--- src/rtl/axi_mem_arbiter.sv ---
// axi_mem_arbiter: round-robin IFU/LSU arbiter issuing one single-beat AXI4 transaction at a time
module axi_mem_arbiter #(
    parameter logic [3:0] IFU_ID = 4'd0,
    parameter logic [3:0] LSU_ID = 4'd1
) (
    input  logic        clock,
    input  logic        reset,
    input  logic        if_req_valid,
    output logic        if_req_ready,
    input  logic [31:0] if_addr,
    output logic        if_rsp_valid,
    output logic [31:0] if_rsp_data,
    output logic        if_rsp_err,
    input  logic        ls_req_valid,
    output logic        ls_req_ready,
    input  logic        ls_we,
    input  logic [31:0] ls_addr,
    input  logic [1:0]  ls_size,
    input  logic [31:0] ls_wdata,
    input  logic [3:0]  ls_wmask,
    output logic        ls_rsp_valid,
    output logic [31:0] ls_rsp_data,
    output logic        ls_rsp_err,
    output logic        io_master_awvalid,
    input  logic        io_master_awready,
    output logic [31:0] io_master_awaddr,
    output logic [3:0]  io_master_awid,
    output logic [7:0]  io_master_awlen,
    output logic [2:0]  io_master_awsize,
    output logic [1:0]  io_master_awburst,
    output logic        io_master_wvalid,
    input  logic        io_master_wready,
    output logic [31:0] io_master_wdata,
    output logic [3:0]  io_master_wstrb,
    output logic        io_master_wlast,
    output logic        io_master_bready,
    input  logic        io_master_bvalid,
    input  logic [1:0]  io_master_bresp,
    input  logic [3:0]  io_master_bid,
    output logic        io_master_arvalid,
    input  logic        io_master_arready,
    output logic [31:0] io_master_araddr,
    output logic [3:0]  io_master_arid,
    output logic [7:0]  io_master_arlen,
    output logic [2:0]  io_master_arsize,
    output logic [1:0]  io_master_arburst,
    output logic        io_master_rready,
    input  logic        io_master_rvalid,
    input  logic [1:0]  io_master_rresp,
    input  logic [31:0] io_master_rdata,
    input  logic        io_master_rlast,
    input  logic [3:0]  io_master_rid
);
    typedef enum logic [2:0] {IDLE, CHK, AR, R, AWW, B, RSP} state_t;
    state_t state, state_d;
    logic last_ls, gnt_ls, sel_ls, we_q, aw_pend, w_pend, err_q, mis, aw_done, w_done, unused;
    logic [31:0] addr_q, wdata_q, data_q;
    logic [1:0] size_q;
    logic [3:0] wmask_q;
    logic [4:0] sh;
    // LSU wins a tie unless it was the last port served
    assign sel_ls = ls_req_valid && (!if_req_valid || !last_ls);
    assign mis = (size_q == 2'd1 && addr_q[0]) || (size_q == 2'd2 && addr_q[1:0] != 2'd0);
    assign aw_done = !aw_pend || io_master_awready;
    assign w_done = !w_pend || io_master_wready;
    assign sh = {addr_q[1:0], 3'b000};
    assign unused = ^{io_master_rid, io_master_rlast, io_master_bid, io_master_rresp[0], io_master_bresp[0]};
    always_comb begin
        state_d = state;
        case (state)
            IDLE:    state_d = (if_req_valid || ls_req_valid) ? CHK : IDLE;
            CHK:     state_d = mis ? RSP : (we_q ? AWW : AR);
            AR:      state_d = io_master_arready ? R : AR;
            R:       state_d = io_master_rvalid ? RSP : R;
            AWW:     state_d = (aw_done && w_done) ? B : AWW;
            B:       state_d = io_master_bvalid ? RSP : B;
            default: state_d = IDLE;
        endcase
    end
    always_ff @(posedge clock or negedge reset)
        if (!reset) state <= IDLE;
        else state <= state_d;
    always_ff @(posedge clock or negedge reset) begin
        if (!reset) begin
            last_ls <= 1'b0;
            gnt_ls  <= 1'b0;
            addr_q  <= '0;
            size_q  <= '0;
            we_q    <= 1'b0;
            wdata_q <= '0;
            wmask_q <= '0;
            aw_pend <= 1'b0;
            w_pend  <= 1'b0;
            data_q  <= '0;
            err_q   <= 1'b0;
        end else begin
            if (state == IDLE && (if_req_valid || ls_req_valid)) begin
                last_ls <= sel_ls;
                gnt_ls  <= sel_ls;
                addr_q  <= sel_ls ? ls_addr : if_addr;
                size_q  <= sel_ls ? ls_size : 2'd2;
                we_q    <= sel_ls && ls_we;
                wdata_q <= sel_ls ? ls_wdata : '0;
                wmask_q <= sel_ls ? ls_wmask : '0;
            end
            if (state == CHK) begin
                aw_pend <= we_q && !mis;
                w_pend  <= we_q && !mis;
                data_q  <= '0;
                err_q   <= mis;
            end
            if (state == AWW && io_master_awready) aw_pend <= 1'b0;
            if (state == AWW && io_master_wready) w_pend <= 1'b0;
            if (state == R && io_master_rvalid) begin
                data_q <= io_master_rdata >> sh;
                err_q  <= io_master_rresp[1];
            end
            if (state == B && io_master_bvalid) begin
                data_q <= '0;
                err_q  <= io_master_bresp[1];
            end
        end
    end
    assign if_req_ready = reset && state == IDLE && if_req_valid && !sel_ls;
    assign ls_req_ready = reset && state == IDLE && sel_ls;
    assign if_rsp_valid = state == RSP && !gnt_ls;
    assign ls_rsp_valid = state == RSP && gnt_ls;
    assign if_rsp_data = if_rsp_valid ? data_q : '0;
    assign ls_rsp_data = ls_rsp_valid ? data_q : '0;
    assign if_rsp_err = if_rsp_valid && err_q;
    assign ls_rsp_err = ls_rsp_valid && err_q;
    assign io_master_arvalid = state == AR;
    assign io_master_araddr = addr_q;
    assign io_master_arid = gnt_ls ? LSU_ID : IFU_ID;
    assign io_master_arlen = 8'd0;
    assign io_master_arsize = {1'b0, size_q};
    assign io_master_arburst = 2'b01;
    assign io_master_rready = state == R;
    assign io_master_awvalid = state == AWW && aw_pend;
    assign io_master_awaddr = addr_q;
    assign io_master_awid = LSU_ID;
    assign io_master_awlen = 8'd0;
    assign io_master_awsize = {1'b0, size_q};
    assign io_master_awburst = 2'b01;
    assign io_master_wvalid = state == AWW && w_pend;
    assign io_master_wdata = wdata_q << sh;
    assign io_master_wstrb = wmask_q << addr_q[1:0];
    assign io_master_wlast = 1'b1;
    assign io_master_bready = state == B;
endmodule

--- config.mk ---
export PLATFORM = sky130hd
export DESIGN_NAME = axi_mem_arbiter
export DESIGN_NICKNAME = d
export VERILOG_FILES = /design/src/rtl/axi_mem_arbiter.sv
export SDC_FILE = /design/constraint.sdc
export NUM_CORES = 1
export LEC_CHECK = 0
export CORE_AREA = 2 2 143 145
export DETAILED_ROUTE_END_ITERATION = 8
export DIE_AREA = 0 0 145 147
export PLACE_DENSITY = 0.79
export SLEW_MARGIN = 20
export SYNTH_ARGS = -nofsm -noshare
export SYNTH_HDL_FRONTEND = slang
export SYNTH_SLANG_ARGS = --single-unit
export TNS_END_PERCENT = 1
--- constraint.sdc ---
create_clock -name clock -period 4.31 [get_ports clock]
set_input_delay 0.431 -clock clock [delete_from_list [all_inputs] [get_ports clock]]
set_output_delay 0.431 -clock clock [all_outputs]
set_load 0.05 [all_outputs]
==> results of run 1 <==
synthesized netlist by cell type (5+ instances only):
cell type    n  area (um^2)
a211oi_1    16        120.1
a21oi_1     19        95.09
a22o_1      46        402.9
and2_1      77        481.7
buf_2       29        145.1
buf_4       73        548.0
clkbuf_1    13        48.80
dfrtp_1    110         2753
inv_1       13        48.80
mux2i_1     60        600.6
mux4_2       8        180.2
nand2_1     44        165.2
nor2_1      20        75.07
nor2b_1     18        112.6
nor3_1       5        25.02
o21ai_0     42        210.2
o2bb2ai_1   22        192.7
registers in the layout, summed over array words and instances (netlist names):
name	cells
io_master_araddr	32
wmask_q	4
aw_pend	1
we_q	1
state	3
w_pend	1
wdata_q	32
err_q	1
size_q	2
data_q	32
gnt_ls	1
cell families after synthesis:
group | count (synthesis) | synth area share
compound gates | 161 | 0.1751
other cells | 2 | 0.001149
simple gates | 182 | 0.1592
xor+xnor | 1 | 0.001340
flops | 110 | 0.4211
mux | 68 | 0.1194
buf+inv | 131 | 0.1227
cell type report:
type,count,area (um^2)
fill,1841,9978
multi-input combinational,442,3112
timing repair buffer,334,3331
inverter,15,56.30
tap,270,337.8
clock inverter,3,21.27
clock buffer,13,250.2
sequential,110,2758
routing by layer:
metal | up-vias | wire [um] | GRT usage
li1 | 2726 | - | -
met4 | 0 | 325 | 0.04851
met3 | 17 | 1460 | 0.04193
met2 | 249 | 10280 | 0.3264
met5 | - | 0 | 0
met1 | 2780 | 8908 | 0.2483
worst max-delay path: stages, from the launching register on:
cell and delay (ps):
dfrtp_2 660, buf_4 520, mux2i_1 180, o21ai_0 280, clkdlybuf4s50_1 860
power breakdown:
group	leakage [nW]	total (mW)	switching, mW	internal (mW)
combinational	2.62	4.76	3.08	1.68
clock	0.130	0.792	0.382	0.410
sequential	1.42	1.99	0.508	1.48
total	4.17	7.54	3.97	3.56
worst max-delay path by stage:
| stage | start | end | slack [ps] | cells after the start |
|---|---|---|---|---|
| finish | io_master_araddr[1] | io_master_wdata[17] | 1010 | 4 |
| global route | io_master_araddr[0] | io_master_wdata[16] | 840 | 4 |
| CTS | io_master_araddr[1] | io_master_wdata[17] | 990 | 4 |
| detailed placement | io_master_araddr[1] | io_master_wdata[17] | 1410 | 4 |
| global placement | io_master_araddr[0] | io_master_wdata[17] | 1390 | 4 |
| floorplan | io_master_araddr[1] | io_master_wdata[18] | 1520 | 4 |
==> summary.txt, run 1 <==
status -> finished clean
final WL -> 20980 um
Max-Slew Margin vs Limit -> 0.3185
CTS H-tree lvls -> 3
total grt overflow -> 0
worst-case reg-to-reg path depth -> 5
first-pass GRT wire length -> 32310 um
Die X-Extent -> 145 um
number of gates resized after cts -> 0
Post-Place Setup Slack -> 1413 ps
Crit Reg-Reg Endpoint -> data_q[2]
Peak supply drop -> 574.4 uV
maximum fanout along the worst path -> 40
Clock Tree Buf Depth -> 2
most frequent cells in the layout -> 324 x clkdlybuf4s50_1, 108 x dfrtp_1, 76 x and2_1, 60 x mux2i_1, 46 x a22o_1
Period Utilization, post-route -> 0.7667
worst skew pair latency -> 350 ps
GR Util All Layers -> 0.1914
hpwl dp -> 15710 um
final hold slack -> 211.6 ps
dpl cells -> 1171
post-synthesis register bit count -> 110
Die ar. -> 21320 um^2
Hold Buf Count CTS -> 0
port buffer count -> 325
startpoint types -> register
fraction of layout cells with a size suffix above 1 -> 0.04689
final core utilization -> 0.4972
synthesized cell area -> 6538 um^2
mean area per synthesized cell -> 9.981 um^2
Worst-path clk slew -> 80 ps
WL per Instance -> 17.67 um
DRT iter0 DRCs -> 398
measured slew at the worst slew-check pin -> 1022 ps
HP Class -> in2async
Critical R2R Launch -> state[2]
EDFF count, synth -> 0
Layout area overhead -> 50.91%
Final Setup Violations -> 0
I/O pins -> 367
CTS buffer count -> 9
PnR worst setup slack -> 1005 ps
Crit Path Class -> reg2out
CTS Sinks -> 110
CTS tree -> built
Post-synth ARST share -> 1.000
Cell Count, Final, Fillers Out -> 1187
Reg2Reg Setup Slack -> 1900 ps
Core Area -> 19840 um^2
antenna-violating nets left -> 0
Fmax achieved -> 302.6 MHz
vias in the first global route -> 5658
sequential cell area fraction in the yosys report -> 0.4211
nets -> 1069
vias per inst -> 4.863
Slew Viols, Final -> 0
Rows -> 52
Final Total Pwr -> 7.537 mW
leading cell type in the layout, fill and taps excluded -> clkdlybuf4s50_1
largest net degree at the start of global routing -> 78
RSZ-0062 raised after global routing -> no
Synth Instances -> 655
Syn. warnings -> 0
Fin Setup TNS -> 0 ps
Leak -> 4.169 nW
clock root buffer -> clkbuf_16
number of antenna violations at the first check in global routing -> 0
DR vias -> 5772
DRC errors left -> 0
placed cell area -> 9594 um^2
Synth cell types -> 43
GP Congestion -> 0.8023
number of setup buffers added after CTS -> 0
Max-cap violations -> 0
fin crit period -> 3305 ps
final instance area -> 9866 um^2
Main synth FF type -> dfrtp_1
Setup crit end kind -> primary output
CP arrival -> 2870 ps
antenna cells -> 0
critical path required time -> 3880 ps
Die Span Y -> 147 um
Starting Density -> 0.3294
Fin. Hold Viols -> 0
DR pass1 iterations -> 4
Clock Skew -> 9.334 ps
pwr dens -> 763.9 nW/um^2
No activity file was read; power rests on OpenSTA's default activity.
==> run 2, diff against run 1 <==
CORE_AREA = 2 2 141 143   (was 2 2 143 145)
DIE_AREA = 0 0 143 145   (was 0 0 145 147)
PLACE_DENSITY = 0.81   (was 0.79)
clock period = 3.25 ns   (was 4.31 ns; I/O delays follow)
==> run 2 against run 1 <==
Clock skew is 3.7 ps higher. Register-to-register slack worse by 900 ps. Non-clock buffer count rose by 6. Via count increased by 0.43%. Count of clock-buffer cells in the layout down 2. Sequential share of layout area increased by 0.35 points. Core utilization up 1.0 points.
==> summary.txt, run 2 (synthesis results as in run 1) <==
metal2 WL -> 10540 um
clock root buffer -> clkbuf_16
I/O pins -> 367
final hold slack -> 124.9 ps
Top Layer Used -> met4
Die X-Extent -> 143 um
Max-Slew Margin vs Limit -> 0.4139
Hold Buf Count CTS -> 0
Crit-path slowest cell -> clkdlybuf4s50_1
CP arrival -> 2570 ps
measured slew at the worst slew-check pin -> 875.9 ps
Fin Setup TNS -> 0 ps
Die ar. -> 20740 um^2
CTS H-tree lvls -> 3
Layout area overhead -> 49.03%
Peak supply drop -> 781.8 uV
Fmax achieved -> 345.0 MHz
slowest cell delay on critical path -> 820 ps
RSZ-0062 raised after global routing -> no
startpoint types -> register
fin crit period -> 2899 ps
WL met1 -> 8394 um
Crit Path Class -> reg2out
Setup crit end kind -> primary output
CTS tree -> built
critical path required time -> 2920 ps
Clock Skew -> 13.07 ps
Rows -> 51
DRC errors left -> 0
leading cell type in the layout, fill and taps excluded -> clkdlybuf4s50_1
Final Setup Violations -> 0
DR pass1 iterations -> 4
Final Total Pwr -> 10.11 mW
Max-cap violations -> 0
first-pass GRT wire length -> 31930 um
DR vias -> 5797
final core utilization -> 0.5073
Worst-path clk slew -> 70 ps
Die Span Y -> 145 um
pwr dens -> 1038 nW/um^2
hpwl dp -> 15940 um
number of setup buffers added after CTS -> 0
HP Class -> in2async
largest net degree at the start of global routing -> 75
Fin. Hold Viols -> 0
CTS Sinks -> 110
most frequent cells in the layout -> 247 x clkdlybuf4s50_1, 108 x dfrtp_1, 91 x buf_4, 77 x and2_1, 60 x mux2i_1
Clock Tree Buf Depth -> 2
status -> finished clean
Slew Viols, Final -> 0
Core Area -> 19210 um^2
WL per Instance -> 17.70 um
vias in the first global route -> 5547
total grt overflow -> 0
Met3 Routed Length -> 1692 um
GR Util All Layers -> 0.1986
port buffer count -> 325
antenna cells -> 0
final WL -> 21030 um
crit-path cells -> nor3_1 > and3_1 > clkdlybuf4s50_1
Period Utilization, post-route -> 0.8919
number of gates resized after cts -> 0
fraction of layout cells with a size suffix above 1 -> 0.1365
worst skew pair latency -> 350 ps
Leak -> 4.359 nW
number of antenna violations at the first check in global routing -> 0
nets -> 1075
maximum fanout along the worst path -> 19
vias per inst -> 4.880
CTS buffer count -> 9
DRT iter0 DRCs -> 246
GP Congestion -> 0.8213
worst-case reg-to-reg path depth -> 4
antenna-violating nets left -> 0
Starting Density -> 0.3404
==> run 2: changes by cell type in the layout (fill, tap and decap cells not counted), sizes merged <==
cell | previous run | this run
buf | 10 | 93
bufinv | 0 | 1
clkbuf | 13 | 11
clkdlybuf4s50 | 324 | 247
clkinv | 2 | 1
clkinvlp | 1 | 2
inv | 15 | 16
==> run 2: layout make-up <==
type                       instances  area, um^2
fill                            1771        9464
timing repair buffer             340        3196
multi-input combinational        442        3110
sequential                       110        2758
tap                              265       331.6
clock buffer                      11       232.7
clock inverter                     5       58.81
inverter                          15       56.30
==> run 2: per-stage QoR <==
| step | setup slack (ps) | instance area [um^2] | std cells |
|---|---|---|---|
| floorplan | 563.3 | 6643 | 683 |
| global placement | 691.8 | 9452 | 1172 |
| detailed placement | 734.6 | 9452 | 1172 |
| CTS | 343.8 | 9743 | 1188 |
| global route | 191.1 | 9743 | 1188 |
| finish | 351.5 | 9743 | 1188 |
==> run 2: power breakdown <==
group	switching, mW	internal (mW)	total [mW]
combinational	4.17	2.24	6.41
sequential	0.615	1.96	2.58
clock	0.524	0.602	1.13
total	5.31	4.80	10.1
==> run 2: critical path, delay by kind of cell (launching register included) <==
family	cells	cell delay, ps
buffers and inverters	1	820
and+or+nand+nor	2	780
DFF	1	620
==> run 2: worst paths after layout <==
path / slack (ps) / from / to
worst max-delay path: 350 / state[0] / ls_req_ready
worst min-delay path: 120 / reset / io_master_araddr[23]
worst max register to register: 1000 / state[0] / data_q[30]
worst min register to register: 500 / wdata_q[26] / wdata_q[26]
max in group asynchronous: 2510 / reset / wmask_q[1]
min in group clock: 500 / wdata_q[26] / wdata_q[26]
==> run 2: metal layers <==
layer,GRT usage,vias up
li1,-,2744
met1,0.2434,2769
met2,0.3395,258
met3,0.05215,26
met4,0.06089,0
met5,0,-
==> run 3, diff against run 2 <==
CTS_CLUSTER_DIAMETER = 120   (was default)
SLEW_MARGIN = default   (was 20)
==> results of run 3 <==
No change in the layout: final DEF, timing and power equal those of run 2.
